**config.mk**
```make
export PLATFORM = sky130hd
export DESIGN_NAME = mem_arbiter
export DESIGN_NICKNAME = d
export VERILOG_FILES = /design/src/rtl/mem_arbiter.sv
export SDC_FILE = /design/constraint.sdc
export NUM_CORES = 1
export LEC_CHECK = 0
export BUFFER_PORTS_ARGS = -buffer_cell sky130_fd_sc_hd__buf_2
export CORE_MARGIN = 1.5
export CORE_UTILIZATION = 32
export CTS_CLUSTER_DIAMETER = 60
export DETAILED_ROUTE_END_ITERATION = 12
export PLACE_DENSITY = 0.88
export SLEW_MARGIN = 40
export SYNTH_ARGS = -nofsm -noshare
export SYNTH_HDL_FRONTEND = slang
export SYNTH_SLANG_ARGS = --single-unit
export TNS_END_PERCENT = 1
```
**constraint.sdc**
```tcl
create_clock -name clk -period 3.5 [get_ports clk]
set_input_delay 0.7 -clock clk [delete_from_list [all_inputs] [get_ports clk]]
set_output_delay 0.7 -clock clk [all_outputs]
set_load 0.02 [all_outputs]
```
**src/rtl/mem_arbiter.sv**
```systemverilog
// CPU/DMA arbiter for a single-port memory with a one-cycle read latency.
// The CPU wins contention until the DMA has lost MAX_WAIT times in a row.
module mem_arbiter #(
  parameter int unsigned MAX_WAIT = 3
) (
  input  logic        clk,
  input  logic        reset,
  input  logic        cpu_req,
  input  logic        cpu_we,
  input  logic [15:0] cpu_addr,
  input  logic [7:0]  cpu_wdata,
  output logic        cpu_gnt,
  output logic        cpu_rvalid,
  output logic [7:0]  cpu_rdata,
  input  logic        dma_req,
  input  logic        dma_we,
  input  logic [15:0] dma_addr,
  input  logic [7:0]  dma_wdata,
  output logic        dma_gnt,
  output logic        dma_rvalid,
  output logic [7:0]  dma_rdata,
  output logic [15:0] mem_addr,
  output logic [7:0]  mem_wdata,
  output logic        mem_we,
  input  logic [7:0]  mem_rdata,
  output logic        busy
);

  localparam logic [3:0] MAX_W = 4'(MAX_WAIT);

  typedef enum logic [2:0] {IDLE, GNT_CPU, GNT_DMA, RSP_CPU, RSP_DMA} state_t;

  state_t     state_q, state_d;
  logic [3:0] wait_cnt_q, wait_cnt_d;

  // Async reset on the state register makes every state-decoded output drop at once.
  always_ff @(posedge clk or posedge reset) begin
    if (reset) begin
      state_q    <= IDLE;
      wait_cnt_q <= 4'd0;
    end else begin
      state_q    <= state_d;
      wait_cnt_q <= wait_cnt_d;
    end
  end

  always_comb begin
    state_d    = state_q;
    wait_cnt_d = wait_cnt_q;
    cpu_gnt    = 1'b0;
    dma_gnt    = 1'b0;
    cpu_rvalid = 1'b0;
    dma_rvalid = 1'b0;
    cpu_rdata  = 8'h00;
    dma_rdata  = 8'h00;
    mem_addr   = 16'h0000;
    mem_wdata  = 8'h00;
    mem_we     = 1'b0;
    case (state_q)
      IDLE: begin
        if (cpu_req && dma_req) begin
          if (wait_cnt_q == MAX_W) begin
            state_d    = GNT_DMA;
            wait_cnt_d = 4'd0;
          end else begin
            state_d    = GNT_CPU;
            wait_cnt_d = (wait_cnt_q >= MAX_W) ? MAX_W : wait_cnt_q + 4'd1;
          end
        end else if (cpu_req) begin
          state_d = GNT_CPU;
        end else if (dma_req) begin
          state_d    = GNT_DMA;
          wait_cnt_d = 4'd0;
        end
      end
      GNT_CPU: begin
        cpu_gnt   = 1'b1;
        mem_addr  = cpu_addr;
        mem_wdata = cpu_wdata;
        mem_we    = cpu_we;
        state_d   = cpu_we ? IDLE : RSP_CPU;
      end
      GNT_DMA: begin
        dma_gnt   = 1'b1;
        mem_addr  = dma_addr;
        mem_wdata = dma_wdata;
        mem_we    = dma_we;
        state_d   = dma_we ? IDLE : RSP_DMA;
      end
      RSP_CPU: begin
        cpu_rvalid = 1'b1;
        cpu_rdata  = mem_rdata;
        state_d    = IDLE;
      end
      RSP_DMA: begin
        dma_rvalid = 1'b1;
        dma_rdata  = mem_rdata;
        state_d    = IDLE;
      end
      default: state_d = IDLE;
    endcase
  end

  assign busy = (state_q != IDLE);

endmodule

```
Yosys cells after proc, flatten, opt, wreduce, memory -nomap -nowiden
Cells that the tools add are included.
{"block": "word_totals", "ff_bits": 7, "output_inout_bits": 46, "word_cells": 37}
{"block": "op_classes", "n_addsub": 1, "magnitude_cmp": 1, "n_eq_ne": 7, "mux": 21, "reduce_logical": 5}
{"cell": "$pmux 16 s2", "count": 1}
{"cell": "$mux 4", "count": 5}
{"cell": "$mux 8", "count": 2}
{"cell": "$pmux 8 s2", "count": 1}
{"cell": "$mux 3", "count": 4}
{"cell": "$pmux 3 s3", "count": 1}
{"cell": "$eq 3x2->1 const B", "count": 2}
{"cell": "$add 4x1->4 const B", "count": 1}
{"cell": "$eq 4x2->1 const B", "count": 1}
{"cell": "$ge 4x2->1 const B", "count": 1}
{"cell": "$mux 1", "count": 4}
{"cell": "$mux 2", "count": 2}
{"cell": "$ne 4x4->1 const B", "count": 1}
{"cell": "$eq 3x1->1 const B", "count": 1}
{"cell": "$eq 3x3->1 const B", "count": 1}
{"cell": "$logic_not 3->1", "count": 1}
{"cell": "$reduce_and 3->1", "count": 1}
{"cell": "$reduce_bool 3->1", "count": 1}
{"cell": "$ne 2x1->1 const B", "count": 1}
{"cell": "$pmux 1 s2", "count": 1}
{"cell": "$reduce_bool 2->1", "count": 1}
{"cell": "$logic_and 1x1->1", "count": 1}

Longest topological paths before layout
Gate-level depths: netlist (run 1).
{"block": "logic_depth", "depth_word": 4, "depth_mapped": 5}

Worst setup path before layout (run 1)
OpenSTA, ideal clock, no wires.
{"block": "synth_timing", "kind": "register to output", "startpoint": "register state_q[0]", "endpoint": "output port dma_rdata[0]", "arrival_ns": 1.312, "setup_slack_ns": 1.488, "stages_incl_launch_ff": 4, "path_cell_list": "dfrtp_1 buf_2 nor3b_2 and2_1"}
{"block": "synth_via", "elab_chain_len": 2}
{"element": "from (decl)", "line": "33", "text": "state_t state_q, state_d;"}
{"element": "from (signal assigned)", "line": "42", "text": "state_q <= state_d;"}
{"element": "$eq 3x3->1", "line": "59", "text": "case (state_q)"}
{"element": "$mux 8", "line": "59"}
{"element": "to (decl)", "line": "21", "text": "output logic [7:0] dma_rdata,"}
Every way passes these cells.

Worst setup path in the final report (run 1)
{"block": "layout_timing", "startpoint": "register state_q[0]", "endpoint": "output port mem_wdata[6]"}
{"block": "layout_via", "elab_chain_len": 2, "word_cells_on_any_way": 3}
{"element": "$eq 3x2->1 or $eq 3x1->1 (tied branches)", "line": "59"}
{"element": "$pmux 8 s2 *", "line": "59"}
{"element": "to (decl)", "line": "23", "text": "output logic [7:0] mem_wdata,"}
Mark *: on every way between the ends. The rest lies on a longest branch, timed or not.

==> results.yml, run 1 <==
synthesis:
  synth_area_um2: 738.2
  yosysTopAreaCell: "a22o_1"
  ys.flop_type: "dfrtp_1"
  ys_seq_area_share_pct: 23.73
  syn-num-nets: 144
  yosys_warnings: 0
  syn_inst: 81
  yosys_register_bits: 7
  async_flop_share_pct: 100.0
  synth_top_area_share_pct: 29.66
  synth.area.top_cells: "a22o_1, dfrtp_1, and2_1"
  synth_cell_types: 25
  synth_edf_count: 0
  synth_area_per_cell_um2: 9.114
final_layout:
  antenna_cells: 0
  syn2layout_area_growth_pct: 77.97
  mostFrequentLayoutCells: "buf_2, a22o_1, and2_1"
  nNetsFinal: 252
  fin_cells: 216
  mostFrequentLayoutCell: "buf_2"
  finalInstanceArea_um2: 1314
  drive_above_1_share_pct: 62.23
cts:
  cts_setup_buffers: 0
  numCtsBuffers: 3
  cts_tree: "built"
  cts-htree-levels: 1
  clockRootBuffer: "clkbuf_4"
  worstSkewPairLatency_ns: 0.24
  cts.path.max_buffers: 2
  cts.sinks: 7
  clk_pin_slew_ns: 0.05
  ctsResizeCount: 0
  cts-hold-fix-buffers: 0
timing:
  max-slew-margin-rel_pct: 70.31
  rsz0062_at_grt: "false"
  report.final.hold_viol_count: 0
  finClkSkew_ns: 0.002899
  layout_min_cycle_time_ns: 2.551
  tns_ns: 0
  drv_slew: 0
  worst-slew-pin-transition_ns: 0.4448
  fmax_ghz: 0.3920
  hold_ws_ns: 0.3788
  setup_violations: 0
  period_share_pct: 72.88
floorplan:
  ios: 108
  dieArea_um2: 2604
  start_util_pct: 33.70
  row_count: 17
  dieWidth_um: 51.03
  die_y_um: 51.03
  core_area_um2: 2191
global_routing:
  grt_pass1_wl_mm: 3.739
  first_global_vias: 865
  grt_max_degree: 28
  grt_overflow_total: 0
  antenna_found_initial: 0
  grt_use_total_pct: 18.77
job:
  maxCapViolCount: 0
worst_setup_path:
  path_delay_family: "flip-flops"
  slowest_delay_ns: 0.50
  path_max_fanout: 17
  crit_buf_inv: 2
  crit_type: "flip-flop to primary output"
  crit_arrival_ns: 1.85
  cp_cell_sequence: "nor3b_4 > buf_4 > a22o_1 > buf_2"
  cpMaxStageDelayCell: "dfrtp_1"
  startpoint_type: "flip-flop"
  required_ns: 2.80
  endpoint_kind: "primary output"
power:
  power.total_uw: 935.2
  p_leak_uw: 0.0008224
  ir_drop_v: 0.0005296
  power.density_nw_per_um2: 711.9
detailed_routing:
  viasPerCell: 4.926
  drt-initial-drc-count: 14
  drtAntennaViolNets: 0
  drt_wl_total_mm: 2.718
  num_vias: 1064
  wl_per_cell_um: 12.58
  dr.pass1.iters: 6
  drc: 0
placed_design:
  dpl-instance-area_um2: 1287
  detailed_place_hpwl_mm: 2.334
  port_buffers: 107
  place_inst: 212
  gp_congestion: 0.7673
outcome:
  status: "complete, no violations"
hold_path:
  hold_class: "input port to async pin"
cells by family (layout without fill, tap and decap cells):
group	count (synthesis)	in the layout	synth area share [%]
flip-flops	7	7	23.73
AO/OA/AOI/OAI	32	32	36.78
buffers and inverters	9	116	6.440
adder cells (fa/ha/maj)	1	1	1.695
AND/OR/NAND/NOR	32	32	31.36
state kept, by name (all words and copies together) (netlist names):
name and cells:
state_q 3, wait_cnt_q 4
cells in the mapped netlist, types with 2 or more instances:
| library cell | count |
|---|---|
| inv_1 | 3 |
| buf_2 | 2 |
| buf_4 | 3 |
| and2_1 | 18 |
| nor3b_4 | 2 |
| nor2_1 | 2 |
| a22o_1 | 25 |
| nand2_1 | 2 |
| dfrtp_1 | 7 |
| o21ai_0 | 2 |
routing by layer:
layer  routed length (µm)  track usage [%]  vias up
met5                    0                0        -
met3                  294            3.801        8
met4                   42            6.757        0
met1                  985            20.47      461
met2                 1396            35.28       73
li1                     -                -      522
where the power goes:
part | switching, µW | total [µW] | internal [µW] | leakage (µW)
Combinational | 430 | 725 | 295 | 0.000714
Sequential | 37.4 | 140 | 103 | 0.0000935
Clock | 26.9 | 70.2 | 43.3 | 0.0000150
Total | 494 | 935 | 441 | 0.000822
stage by stage:
stage	setup WS, ns	utilization [%]
5_1_grt	0.8128	59.97
3_5_place_dp	1.203	58.77
4_1_cts	0.9369	59.97
6_report	0.9492	59.97
3_3_place_gp	1.250	58.77
2_1_floorplan	1.488	-
final timing paths:
check	to	slack, ns	depth (start not counted)	startpoint
min in group clk	wait_cnt_q[1]$_DFFE_PP0P_	0.50	1	wait_cnt_q[1]$_DFFE_PP0P_
max in group asynchronous	state_q[0]$_DFFE_PP0P_	2.90	2	reset
min reg2reg	wait_cnt_q[1]$_DFFE_PP0P_	0.50	1	wait_cnt_q[1]$_DFFE_PP0P_
max reg2reg	state_q[0]$_DFFE_PP0P_	1.96	4	state_q[0]$_DFFE_PP0P_
max	mem_wdata[6]	0.95	4	state_q[0]$_DFFE_PP0P_
min	wait_cnt_q[2]$_DFFE_PP0P_	0.38	2	reset
final cells by class:
cell class	instances	area, µm²
fill	223	877.1
timing repair buffer	109	550.5
multi-input combinational	65	515.5
sequential	7	175.2
tap	28	35.03
clock buffer	4	26.28
inverter	3	11.26
No activity file was read; power rests on OpenSTA's default activity.
==> run 2: changes to the inputs <==
CORE_UTILIZATION = 27   (was 32)
PLACE_DENSITY = 0.79   (was 0.88)
clock period = 2.3 ns   (was 3.5 ns; I/O delays follow)
==> results.yml, run 2 (same netlist as run 1, synthesis figures left out) <==
outcome:
  status: "complete, no violations"
final_layout:
  syn2layout_area_growth_pct: 78.30
  mostFrequentLayoutCell: "buf_2"
  largest_registers: "wait_cnt_q: 4 flops, state_q: 3 flops"
  drive_above_1_share_pct: 62.23
  mostFrequentLayoutCells: "buf_2, a22o_1, and2_1"
  nNetsFinal: 252
  antenna_cells: 0
  top_register: "wait_cnt_q"
  largest_reg_flops: 4
worst_setup_path:
  startpoint_type: "flip-flop"
  path_max_fanout: 27
  critPathLaunch: "state_q[0]$_DFFE_PP0P_"
  ff2ff_setup_slack_ns: 0.86
  reg2reg_to: "wait_cnt_q[1]$_DFFE_PP0P_"
  crit_type: "flip-flop to primary output"
  required_ns: 1.84
  crit_arrival_ns: 1.65
  reg2reg_depth: 3
  endpoint_kind: "primary output"
  reg2reg_from: "state_q[2]$_DFFE_PP0P_"
cts:
  numCtsBuffers: 3
  clk_pin_slew_ns: 0.05
  worstSkewPairLatency_ns: 0.26
  ctsResizeCount: 0
  cts_setup_buffers: 0
  clockRootBuffer: "clkbuf_4"
  cts_tree: "built"
  cts.path.max_buffers: 2
  cts.sinks: 7
  cts-hold-fix-buffers: 0
  cts-htree-levels: 1
detailed_routing:
  drc: 0
  dr.pass1.iters: 4
  drt-initial-drc-count: 36
  drtAntennaViolNets: 0
  drt_wl_total_mm: 2.761
  num_vias: 1046
  viasPerCell: 4.798
  wl_per_cell_um: 12.67
global_routing:
  grt_max_degree: 28
  antenna_found_initial: 0
  first_global_vias: 955
  grt_use_total_pct: 17.45
  grt_pass1_wl_mm: 4.264
  grt_overflow_total: 0
floorplan:
  ios: 108
  dieWidth_um: 55.29
  row_count: 18
  core_area_um2: 2522
  start_util_pct: 29.27
  dieArea_um2: 3057
  die_y_um: 55.29
timing:
  period_share_pct: 91.89
  layout_min_cycle_time_ns: 2.113
  worst-slew-pin-transition_ns: 0.4192
  report.final.hold_viol_count: 0
  drv_slew: 0
  setup_violations: 0
  rsz0062_at_grt: "false"
  max-slew-margin-rel_pct: 71.93
  finClkSkew_ns: 0.0005550
  fmax_ghz: 0.4732
  tns_ns: 0
job:
  maxCapViolCount: 0
hold_path:
  hold_class: "input port to async pin"
power:
  power.total_uw: 1426
  p_leak_uw: 0.0008224
  power.density_nw_per_um2: 1083
  ir_drop_v: 0.0007965
placed_design:
  port_buffers: 107
  detailed_place_hpwl_mm: 2.292
  gp_congestion: 0.7756
[run 2: power breakdown]
part	total (µW)	switching, µW	internal (µW)
Combinational	1090	648	447
Sequential	213	57.1	156
Clock	118	51.3	66.6
Total	1430	756	670
[run 2: worst max-delay path by stage]
stage                              end  slack [ns]
after global routing      mem_addr[12]        0.09
after detailed placement   mem_addr[2]        0.47
final                      mem_addr[2]        0.19
after CTS                  mem_addr[2]        0.19
after floorplan           dma_rdata[0]        0.53
after global placement     mem_addr[2]        0.49
[run 2: area by class of cell]
type	instances	area [µm²]
clock buffer	4	26.28
fill	279	1206
inverter	3	11.26
multi-input combinational	65	515.5
sequential	7	175.2
tap	30	37.54
timing repair buffer	109	550.5
[run 2: through the flow]
stage               hold slack [ns]  std cells  utilization (%)  cell area, µm²  worst slack [ns]
floorplan                    0.2634         81                -           738.2            0.5280
global placement             0.4023        214            51.14            1290            0.4851
detailed placement           0.4031        214            51.14            1290            0.4663
CTS                          0.1200        218            52.18            1316            0.1879
global route                 0.1126        218            52.18            1316           0.09332
finish                       0.1159        218            52.18            1316            0.1865
[run 2: worst max-delay path, cell delays in order, from the launching register on]
cell and delay [ns]:
dfrtp_1 0.52, nor3b_4 0.23, buf_4 0.29, a22o_1 0.19, buf_2 0.16
[run 2: layer usage]
| metal | GRT usage, % | wire (µm) | vias up | part of all wire [%] |
|---|---|---|---|---|
| met5 | 0 | 0 | - | 0 |
| met4 | 6.272 | 56 | 0 | 2.0 |
| met3 | 5.386 | 275 | 7 | 10 |
| met2 | 33.84 | 1408 | 70 | 51 |
| met1 | 17.03 | 1021 | 448 | 37 |
| li1 | - | - | 521 | - |
==> run 3: changes to the inputs <==
PLACE_DENSITY = 0.88   (was 0.79)
==> results.yml, run 3 (same netlist as run 1, synthesis figures left out) <==
final_layout:
  largest_registers: "wait_cnt_q: 4 flops, state_q: 3 flops"
  nNetsFinal: 252
  mostFrequentLayoutCells: "buf_2, a22o_1, and2_1"
  antenna_cells: 0
  syn2layout_area_growth_pct: 78.30
  drive_above_1_share_pct: 62.23
  top_register: "wait_cnt_q"
  mostFrequentLayoutCell: "buf_2"
  largest_reg_flops: 4
power:
  p_leak_uw: 0.0008224
  power.density_nw_per_um2: 1084
  ir_drop_v: 0.0007041
  power.total_uw: 1426
timing:
  max-slew-margin-rel_pct: 73.17
  setup_violations: 0
  drv_slew: 0
  tns_ns: 0
  fmax_ghz: 0.4736
  finClkSkew_ns: 0.003038
  report.final.hold_viol_count: 0
  worst-slew-pin-transition_ns: 0.4008
  period_share_pct: 91.81
  rsz0062_at_grt: "false"
  layout_min_cycle_time_ns: 2.112
cts:
  numCtsBuffers: 3
  worstSkewPairLatency_ns: 0.25
  clockRootBuffer: "clkbuf_4"
  cts-hold-fix-buffers: 0
  cts_tree: "built"
  cts.path.max_buffers: 2
  clk_pin_slew_ns: 0.05
  cts_setup_buffers: 0
  cts.sinks: 7
  ctsResizeCount: 0
  cts-htree-levels: 1
placed_design:
  detailed_place_hpwl_mm: 2.295
  gp_congestion: 0.7945
  port_buffers: 107
floorplan:
  ios: 108
  die_y_um: 55.29
  core_area_um2: 2522
  start_util_pct: 29.27
  dieArea_um2: 3057
  row_count: 18
  dieWidth_um: 55.29
worst_setup_path:
  path_max_fanout: 27
  cp_cell_sequence: "nor3b_4 > buf_4 > a22o_1 > buf_2"
  reg2reg_depth: 3
  path_delay_family: "flip-flops"
  crit_type: "flip-flop to primary output"
  crit_buf_inv: 2
  reg2reg_from: "state_q[2]$_DFFE_PP0P_"
  crit_arrival_ns: 1.65
  slowest_delay_ns: 0.50
  ff2ff_setup_slack_ns: 0.85
  cpMaxStageDelayCell: "dfrtp_1"
  required_ns: 1.84
  startpoint_type: "flip-flop"
  reg2reg_to: "wait_cnt_q[1]$_DFFE_PP0P_"
  endpoint_kind: "primary output"
global_routing:
  grt_use_total_pct: 17.50
  grt_pass1_wl_mm: 4.457
  grt_max_degree: 28
  antenna_found_initial: 0
  first_global_vias: 1048
  grt_overflow_total: 0
detailed_routing:
  dr.pass1.iters: 4
  drc: 0
  wl_per_cell_um: 12.76
  drt-initial-drc-count: 42
  viasPerCell: 4.830
  drtAntennaViolNets: 0
  num_vias: 1053
  drt_wl_total_mm: 2.782
outcome:
  status: "complete, no violations"
hold_path:
  hold_class: "input port to async pin"
job:
  maxCapViolCount: 0
[run 3: cell counts in the layout (fill, tap and decap cells not counted)]
Identical to the previous run, type by type.
[run 3: final cells by class]
type                            instances  area [µm²]
Multi-Input combinational cell         65       515.5
Fill cell                             249        1206
Inverter                                3       11.26
Tap cell                               30       37.54
Clock buffer                            4       26.28
Timing Repair Buffer                  109       550.5
Sequential cell                         7       175.2
[run 3: metrics by stage]
| step | area (µm²) | cells | worst slack [ns] | hold WS (ns) | util, % |
|---|---|---|---|---|---|
| after floorplan | 738.2 | 81 | 0.5280 | 0.2634 | - |
| after global placement | 1290 | 214 | 0.5077 | 0.3960 | 51.14 |
| after detailed placement | 1290 | 214 | 0.4736 | 0.4016 | 51.14 |
| after CTS | 1316 | 218 | 0.1823 | 0.1249 | 52.18 |
| after global routing | 1316 | 218 | 0.06274 | 0.1430 | 52.18 |
| final | 1316 | 218 | 0.1884 | 0.1270 | 52.18 |
[run 3: worst max path at each step]
stage                      startpoint           end  depth (start not counted)
3_5_place_dp   state_q[1]$_DFFE_PP0P_   mem_addr[4]                          4
6_report       state_q[1]$_DFFE_PP0P_   mem_addr[4]                          4
2_1_floorplan  state_q[0]$_DFFE_PP0P_  dma_rdata[0]                          3
5_1_grt        state_q[1]$_DFFE_PP0P_  mem_wdata[1]                          4
3_3_place_gp   state_q[0]$_DFFE_PP0P_  mem_wdata[1]                          4
4_1_cts        state_q[1]$_DFFE_PP0P_   mem_addr[4]                          4
[run 3: report_power, final]
part,switching [µW],leakage [µW],internal [µW]
clock,45.7,0.0000150,66.2
combinational,651,0.000714,447
sequential,59.6,0.0000935,156
total,757,0.000822,670
[run 3: layer usage]
| metal | up-vias | share of wire, % | global-route usage [%] |
|---|---|---|---|
| li1 | 523 | - | - |
| met1 | 461 | 39 | 19.74 |
| met2 | 69 | 50 | 32.99 |
| met3 | 0 | 10 | 3.747 |
| met4 | 0 | 0 | 4.181 |
| met5 | - | 0 | 0 |
[run 3: worst reg2reg max path, stage by stage, from the launching register on]
cell and delay (ns):
dfrtp_1 0.48, or4b_4 0.62, a21oi_2 0.13, a32o_1 0.16
